[src/rtl/branch_redirect_ctrl_pkg.sv]
// branch_redirect_ctrl_pkg: funct3 branch codes, FSM state encodings and PC increment.
package branch_redirect_ctrl_pkg;
    localparam logic [2:0] BR_BEQ  = 3'b000;
    localparam logic [2:0] BR_BNE  = 3'b001;
    localparam logic [2:0] BR_BLT  = 3'b100;
    localparam logic [2:0] BR_BGE  = 3'b101;
    localparam logic [2:0] BR_BLTU = 3'b110;
    localparam logic [2:0] BR_BGEU = 3'b111;

    localparam logic [1:0] ST_IDLE     = 2'b00;
    localparam logic [1:0] ST_REDIRECT = 2'b01;
    localparam logic [1:0] ST_FLUSH    = 2'b10;

    localparam int PC_INC = 4;
endpackage

[src/rtl/branch_redirect_ctrl_if.sv]
// branch_redirect_ctrl_if: redirect handshake and pipeline-control channel toward fetch.
interface branch_redirect_ctrl_if #(parameter int XLEN = 32);
    logic            redirect_valid;
    logic [XLEN-1:0] redirect_pc;
    logic            fetch_ready;
    logic            flush_if;
    logic            flush_id;
    logic            stall;

    modport master(output redirect_valid, redirect_pc, flush_if, flush_id, stall, input fetch_ready);
    modport slave(input redirect_valid, redirect_pc, flush_if, flush_id, stall, output fetch_ready);
endinterface

[src/rtl/branch_redirect_ctrl_cond.sv]
// branch_cond_eval: funct3 plus ALU flags of A-B to branch-taken decision.
module branch_cond_eval
    import branch_redirect_ctrl_pkg::*;
(
    input  logic [2:0] f3,
    input  logic       zf,
    input  logic       sf,
    input  logic       vf,
    input  logic       cf,
    output logic       taken
);
    always_comb begin
        taken = 1'b0;
        case (f3)
            BR_BEQ:  taken = zf;
            BR_BNE:  taken = !zf;
            BR_BLT:  taken = sf ^ vf;
            BR_BGE:  taken = !(sf ^ vf);
            BR_BLTU: taken = !cf;
            BR_BGEU: taken = cf;
            default: taken = 1'b0;
        endcase
    end
endmodule

[src/rtl/branch_redirect_ctrl.sv]
// branch_redirect_ctrl: EX-stage branch/jump resolver driving fetch redirect and IF/ID flush.
// Optional BRANCH_PREDICT_EN compares ex_pred_taken against the resolved outcome.
module branch_redirect_ctrl
    import branch_redirect_ctrl_pkg::*;
#(
    parameter int XLEN         = 32,
    parameter int FLUSH_CYCLES = 2
) (
    input  logic            clk,
    input  logic            rst_n,
    input  logic            ex_valid,
    input  logic            ex_is_branch,
    input  logic            ex_is_jal,
    input  logic            ex_is_jalr,
    input  logic [2:0]      ex_f3,
    input  logic            alu_zf,
    input  logic            alu_sf,
    input  logic            alu_vf,
    input  logic            alu_cf,
    input  logic [XLEN-1:0] ex_pc,
    input  logic [XLEN-1:0] ex_target,
    input  logic            ex_pred_taken,
    branch_redirect_ctrl_if.master fe,
    output logic            resolved_taken
);
    logic [1:0]      state;
    logic [3:0]      cnt;
    logic [XLEN-1:0] rpc;
    logic [XLEN-1:0] tgt;
    logic [XLEN-1:0] fall;
    logic            cond;
    logic            taken;
    logic            pred;
    logic            fire;
    logic            mis;

    branch_cond_eval u_cond (
        .f3   (ex_f3),
        .zf   (alu_zf),
        .sf   (alu_sf),
        .vf   (alu_vf),
        .cf   (alu_cf),
        .taken(cond)
    );

`ifdef BRANCH_PREDICT_EN
    assign pred = ex_pred_taken;
`else
    logic unused_pred;
    assign unused_pred = ex_pred_taken;
    assign pred        = 1'b0;
`endif

    always_comb begin
        taken = ex_is_jalr | ex_is_jal | (ex_is_branch & cond);
        tgt   = ex_is_jalr ? {ex_target[XLEN-1:1], 1'b0} : ex_target;
        fall  = ex_pc + XLEN'(PC_INC);
        fire  = (state == ST_IDLE) & ex_valid & (ex_is_branch | ex_is_jal | ex_is_jalr);
        mis   = fire & (taken ^ pred);
    end

    // Any unused encoding falls back to IDLE; REDIRECT only leaves on handshake.
    always_ff @(posedge clk or negedge rst_n) begin
        if (!rst_n) begin
            state          <= ST_IDLE;
            cnt            <= '0;
            rpc            <= '0;
            resolved_taken <= 1'b0;
        end else begin
            resolved_taken <= fire & taken;
            if (mis) begin
                rpc   <= taken ? tgt : fall;
                state <= ST_REDIRECT;
            end else if (state == ST_REDIRECT && fe.fetch_ready) begin
                cnt   <= 4'(FLUSH_CYCLES);
                state <= ST_FLUSH;
            end else if (state == ST_FLUSH) begin
                cnt   <= cnt - 4'd1;
                state <= (cnt == 4'd1) ? ST_IDLE : ST_FLUSH;
            end else if (state != ST_REDIRECT) begin
                state <= ST_IDLE;
            end
        end
    end

    assign fe.redirect_valid = (state == ST_REDIRECT);
    assign fe.redirect_pc    = rpc;
    assign fe.flush_if       = (state == ST_FLUSH);
    assign fe.flush_id       = (state == ST_FLUSH);
    assign fe.stall          = (state != ST_IDLE);
endmodule

[src/flat_wrapper.sv]
// flat-port wrapper written by rule: the top's interface ports become plain ports
module branch_redirect_ctrl_flat import branch_redirect_ctrl_pkg::*;
#(
    parameter int XLEN         = 32,
    parameter int FLUSH_CYCLES = 2
)
  (clk, rst_n, ex_valid, ex_is_branch, ex_is_jal, ex_is_jalr, ex_f3, alu_zf, alu_sf, alu_vf, alu_cf, ex_pc, ex_target, ex_pred_taken, resolved_taken, fe_redirect_valid, fe_redirect_pc, fe_flush_if, fe_flush_id, fe_stall, fe_fetch_ready);
  branch_redirect_ctrl_if #(.XLEN(XLEN)) fe_i ();
  input  logic clk;
  input  logic rst_n;
  input  logic ex_valid;
  input  logic ex_is_branch;
  input  logic ex_is_jal;
  input  logic ex_is_jalr;
  input  logic [2:0] ex_f3;
  input  logic alu_zf;
  input  logic alu_sf;
  input  logic alu_vf;
  input  logic alu_cf;
  input  logic [XLEN-1:0] ex_pc;
  input  logic [XLEN-1:0] ex_target;
  input  logic ex_pred_taken;
  output logic resolved_taken;
  output wire logic [$bits(fe_i.redirect_valid)-1:0] fe_redirect_valid;
  output wire logic [$bits(fe_i.redirect_pc)-1:0] fe_redirect_pc;
  output wire logic [$bits(fe_i.flush_if)-1:0] fe_flush_if;
  output wire logic [$bits(fe_i.flush_id)-1:0] fe_flush_id;
  output wire logic [$bits(fe_i.stall)-1:0] fe_stall;
  input wire logic [$bits(fe_i.fetch_ready)-1:0] fe_fetch_ready;
  assign fe_redirect_valid = fe_i.redirect_valid;
  assign fe_redirect_pc = fe_i.redirect_pc;
  assign fe_flush_if = fe_i.flush_if;
  assign fe_flush_id = fe_i.flush_id;
  assign fe_stall = fe_i.stall;
  assign fe_i.fetch_ready = fe_fetch_ready;
  branch_redirect_ctrl #(.XLEN(XLEN), .FLUSH_CYCLES(FLUSH_CYCLES)) u_core (.clk(clk), .rst_n(rst_n), .ex_valid(ex_valid), .ex_is_branch(ex_is_branch), .ex_is_jal(ex_is_jal), .ex_is_jalr(ex_is_jalr), .ex_f3(ex_f3), .alu_zf(alu_zf), .alu_sf(alu_sf), .alu_vf(alu_vf), .alu_cf(alu_cf), .ex_pc(ex_pc), .ex_target(ex_target), .ex_pred_taken(ex_pred_taken), .fe(fe_i), .resolved_taken(resolved_taken));
endmodule
[config.mk]
export PLATFORM = sky130hd
export DESIGN_NAME = branch_redirect_ctrl_flat
export DESIGN_NICKNAME = d
export VERILOG_FILES = /design/src/rtl/branch_redirect_ctrl_pkg.sv /design/src/rtl/branch_redirect_ctrl_if.sv /design/src/rtl/branch_redirect_ctrl_cond.sv /design/src/rtl/branch_redirect_ctrl.sv /design/src/flat_wrapper.sv
export SDC_FILE = /design/constraint.sdc
export NUM_CORES = 1
export LEC_CHECK = 0
export CAP_MARGIN = 15
export CORE_ASPECT_RATIO = 1.75
export CORE_UTILIZATION = 40
export CTS_CLUSTER_DIAMETER = 150
export DETAILED_ROUTE_END_ITERATION = 10
export PLACE_DENSITY = 0.86
export SKIP_LAST_GASP = 1
export SYNTH_ARGS = -nofsm -noshare
export SYNTH_HDL_FRONTEND = slang
export SYNTH_SLANG_ARGS = --single-unit
[constraint.sdc]
create_clock -name clk -period 2.4 [get_ports clk]
set_input_delay 0.72 -clock clk [delete_from_list [all_inputs] [get_ports clk]]
set_output_delay 0.72 -clock clk [all_outputs]
set_load 0.02 [all_outputs]
==> impl_summary.md, run 1 <==
Clocking
The root buffer cell chosen for the clock tree is sky130_fd_sc_hd__clkbuf_8. The clock network latency to the later pin of the worst-skew pair is around 290 ps. The clock tree from TritonCTS is built.

The count of H-tree levels built during CTS is 2. The CTS buffer count is 5. After clock tree synthesis, the clock-pin slew on the worst setup and hold paths is roughly 80 ps.

The sink count of the clock tree is 39. In this run the deepest clock path goes through 2 buffers.

Routing
The average wire per standard cell is about 15 um. After detailed routing, the number of remaining DRC violations is 0. The final antenna-violating net count is 0. The final layout contains routed wiring with a total length of 5.019 mm. The detailed router's first-iteration violation count is 41. The first detailed-routing pass took 5 iterations.

The average vias per placed instance is 5.372. The via count of the routed design is between 1500 and 2000.

Synth
Synthesis produced roughly 190 cells. Yosys attributes the largest share of cell area to sky130_fd_sc_hd__dfrtp_1 51%, sky130_fd_sc_hd__o32ai_1 14%, sky130_fd_sc_hd__inv_1 6.9%. Summed over all instances, the cell type with the most area after synthesis is sky130_fd_sc_hd__dfrtp_1. The mean cell area of the mapped netlist is about 10 um2. The share of synthesized area in the top cell type comes to 0.5118. The fraction of registers with async set/reset is 1.000. The most instantiated flip-flop cell in the synthesis netlist is sky130_fd_sc_hd__dfrtp_1. The number of nets handed over by synthesis was 270.

For this run, the register share of the synthesized area comes to 0.5118. The commonest cells after synthesis are 39 x sky130_fd_sc_hd__dfrtp_1, 35 x sky130_fd_sc_hd__inv_1, 35 x sky130_fd_sc_hd__nand2_1. The number of warning messages in the yosys log is 0. The number of flops mapped to enable cells by yosys is 0. The cell area after technology mapping is ~1900 um2. sky130_fd_sc_hd__dfrtp_1 is the most common cell in the netlist. The netlist uses 28 different library cells. The synthesized flop and latch total is 39.

Critical path
The startpoint of the lowest-slack register-to-register path is u_core.state[0]. The data required time of the critical path is about 1700 ps. The critical path goes through buf_4 -> nor2_1 -> inv_1 -> clkdlybuf4s50_1. The kind of start point of the critical path is a register.

The largest single stage delay on the critical path is 530 ps. The endpoint class of the critical path is an output pin. The critical path starts at u_core.state[0].

The maximum fanout encountered on the critical timing path is 5. The cell with the largest stage delay on the worst path is sky130_fd_sc_hd__clkdlybuf4s50_1. The worst register-to-register path has a depth of 6. The start-to-end type of the worst setup path is register to output pin. The endpoint arrival time on the critical path is around 1600 ps.

STA
Setup repair after global routing left no endpoint under its margin. On the final layout, the worst clock skew is approximately 5.2 ps. Measured against its own limit, the worst slew margin works out to 0.6733. The number of endpoints with negative hold slack in the final report was 0. Setup violations remaining at the end of the flow were counted as 0. The number of max-slew violations in the final report is 0. The post-layout minimum cycle time is around 2300 ps. The ratio of final minimum period to clock period is 0.9541.

Based on the critical path, the design can be clocked at up to 436.7 MHz. The slew of the pin with the lowest slew margin is 490.0 ps.

Final layout
The post-route core utilization is 0.6565. The antenna diode instance count is 0. The relative area change from synthesis to final layout is 54.40%. The count of fill cells added during filler insertion is 360. In the final layout, the share of cells above drive strength 1 is 0.09747. The area of all placed cells without fillers is 2944 um2. The post-layout net count is 357.

Floorplanning
The core region is 4484 um2. The row count is 32. The die covers 5058 um2.

The boundary pin count is 116. The width of the die is between 50 and 60 um. The floorplan step set the die height to roughly 93 um. The initial utilization of the core area, before any placement, comes to 0.4252.

Placed design
The post-DP HPWL is 3.511 mm. The placed cell area is 2796 um2. At the end of routability-driven placement, the weighted congestion stood at ~0.8. In this run the tool buffered the top-level ports with approximately 80 buffer cells.

Global routing
The total grt overflow is 0. The number of global-route vias before repair was roughly 1700. The aggregate global-route resource usage is 0.2197.

The global-route wire length before repair is 7.997 mm. The number of antenna violations at the first check in global routing is 0. The pin count of the biggest net entering global routing is 40.

Worst hold path
The worst hold path belongs to the class input pin to async pin.

Power
For this design the ratio of total power to cell area is 1215 nW/um2. IR analysis of the VDD net gives a maximum drop of 793.4 uV. The total leakage power is ~0.0014 uW. Total power for the finished layout comes to 3577 uW.

Status
The run finished with clean final reports.

Run
The tool flagged a number of max-cap violations equal to 0.
==> worst paths after layout <==
check | endpoint | slack (ps)
max | fe_stall | 110
min | u_core.fe.redirect_pc[13] | 480
max reg2reg | u_core.fe.redirect_pc[27] | 750
min reg2reg | u_core.fe.redirect_pc[10] | 530
max in group asynchronous | u_core.fe.redirect_pc[3] | 1590
min in group clk | u_core.fe.redirect_pc[10] | 530
==> cells in the final DEF, fill, tap and decap left out, types with 2 or more instances in the layout <==
master / count
sky130_fd_sc_hd__o32ai_2: 2
sky130_fd_sc_hd__buf_12: 3
sky130_fd_sc_hd__buf_4: 7
sky130_fd_sc_hd__dlygate4sd2_1: 2
sky130_fd_sc_hd__dfrtp_1: 39
sky130_fd_sc_hd__clkbuf_8: 6
sky130_fd_sc_hd__o21ai_0: 2
sky130_fd_sc_hd__inv_1: 35
sky130_fd_sc_hd__nor2_1: 3
sky130_fd_sc_hd__nand2_1: 35
sky130_fd_sc_hd__a21boi_0: 2
sky130_fd_sc_hd__nand3b_1: 2
sky130_fd_sc_hd__o32ai_1: 30
sky130_fd_sc_hd__ha_1: 2
sky130_fd_sc_hd__a21oi_1: 2
sky130_fd_sc_hd__nand2b_1: 4
sky130_fd_sc_hd__buf_6: 2
sky130_fd_sc_hd__nor3b_1: 3
sky130_fd_sc_hd__a311oi_1: 2
sky130_fd_sc_hd__clkdlybuf4s50_1: 78
==> state kept, by name (all words and copies together), names as in the netlist <==
signal	cells
u_core.fe.redirect_pc	32
u_core.cnt	4
u_core.resolved_taken	1
u_core.state	2
==> routing by layer <==
metal	vias up	GRT usage	wire length (um)
met5	-	0	0
met4	0	0.1026	146
met3	15	0.03902	239
met2	78	0.3720	2758
met1	840	0.2547	1874
li1	829	-	-
==> report_power, final <==
part	total, uW	switching (uW)	internal [uW]	leakage [uW]
clock	572	235	337	0.0000612
combinational	1840	949	890	0.000806
sequential	1170	188	977	0.000491
==> worst max-delay path: cells and delay by family (launching register included) <==
family | cells | cell delay (ps)
DFF | 1 | 410
and+or+nand+nor | 1 | 130
buffers and inverters | 3 | 740
==> per-stage QoR <==
| stage | setup WS (ps) | TNS (ps) | cells | hold slack, ps |
|---|---|---|---|---|
| 2_1_floorplan | 374.9 | 0 | 189 | 424.4 |
| 3_3_place_gp | -155.2 | -4517 | 317 | 499.1 |
| 3_5_place_dp | -221.5 | -6974 | 317 | 511.1 |
| 4_1_cts | 95.71 | 0 | 325 | 485.0 |
| 5_1_grt | 27.38 | 0 | 328 | 506.5 |
| 6_report | 110.2 | 0 | 328 | 477.3 |
==> what timing repair did <==
item | in CTS | in global routing
buffers inserted | 0 | 1
pin swaps | 0 | 2
hold buffers | 0 | 0
resized for setup | 2 | 6
gates cloned | 0 | 2
endpoints found under the setup margin | 2 | 34
==> kinds of logic (layout without fill, tap and decap cells) <==
group,Yosys count,after routing,share of synthesized area
DFF,39,39,0.5118
buffers and inverters,50,138,0.1247
AOI/OAI and AO/OA,47,47,0.2198
and+or+nand+nor,50,50,0.1188
xor gates and xnor gates,1,1,0.01181
adders and majority gates,2,2,0.01312
==> layout make-up <==
| class | instances | area [um2] | area share |
|---|---|---|---|
| clock inverter | 2 | 35.03 | 0.01190 |
| clock buffer | 6 | 82.58 | 0.02805 |
| sequential | 39 | 975.9 | 0.3315 |
| inverter | 35 | 131.4 | 0.04462 |
| tap | 51 | 63.81 | 0.02167 |
| multi-input combinational | 100 | 696.9 | 0.2367 |
| timing repair buffer | 95 | 958.4 | 0.3255 |
(Power assumes the default switching activity.)
==> run 2: changes to the inputs <==
--- a/config.mk
+++ b/config.mk
@@ -12,6 +12,7 @@
 export DETAILED_ROUTE_END_ITERATION = 10
 export PLACE_DENSITY = 0.86
 export SKIP_LAST_GASP = 1
+export SLEW_MARGIN = 20
 export SYNTH_ARGS = -nofsm -noshare
 export SYNTH_HDL_FRONTEND = slang
 export SYNTH_SLANG_ARGS = --single-unit
==> results of run 2 <==
The final DEF is identical to that of run 1; final timing and power are the same.
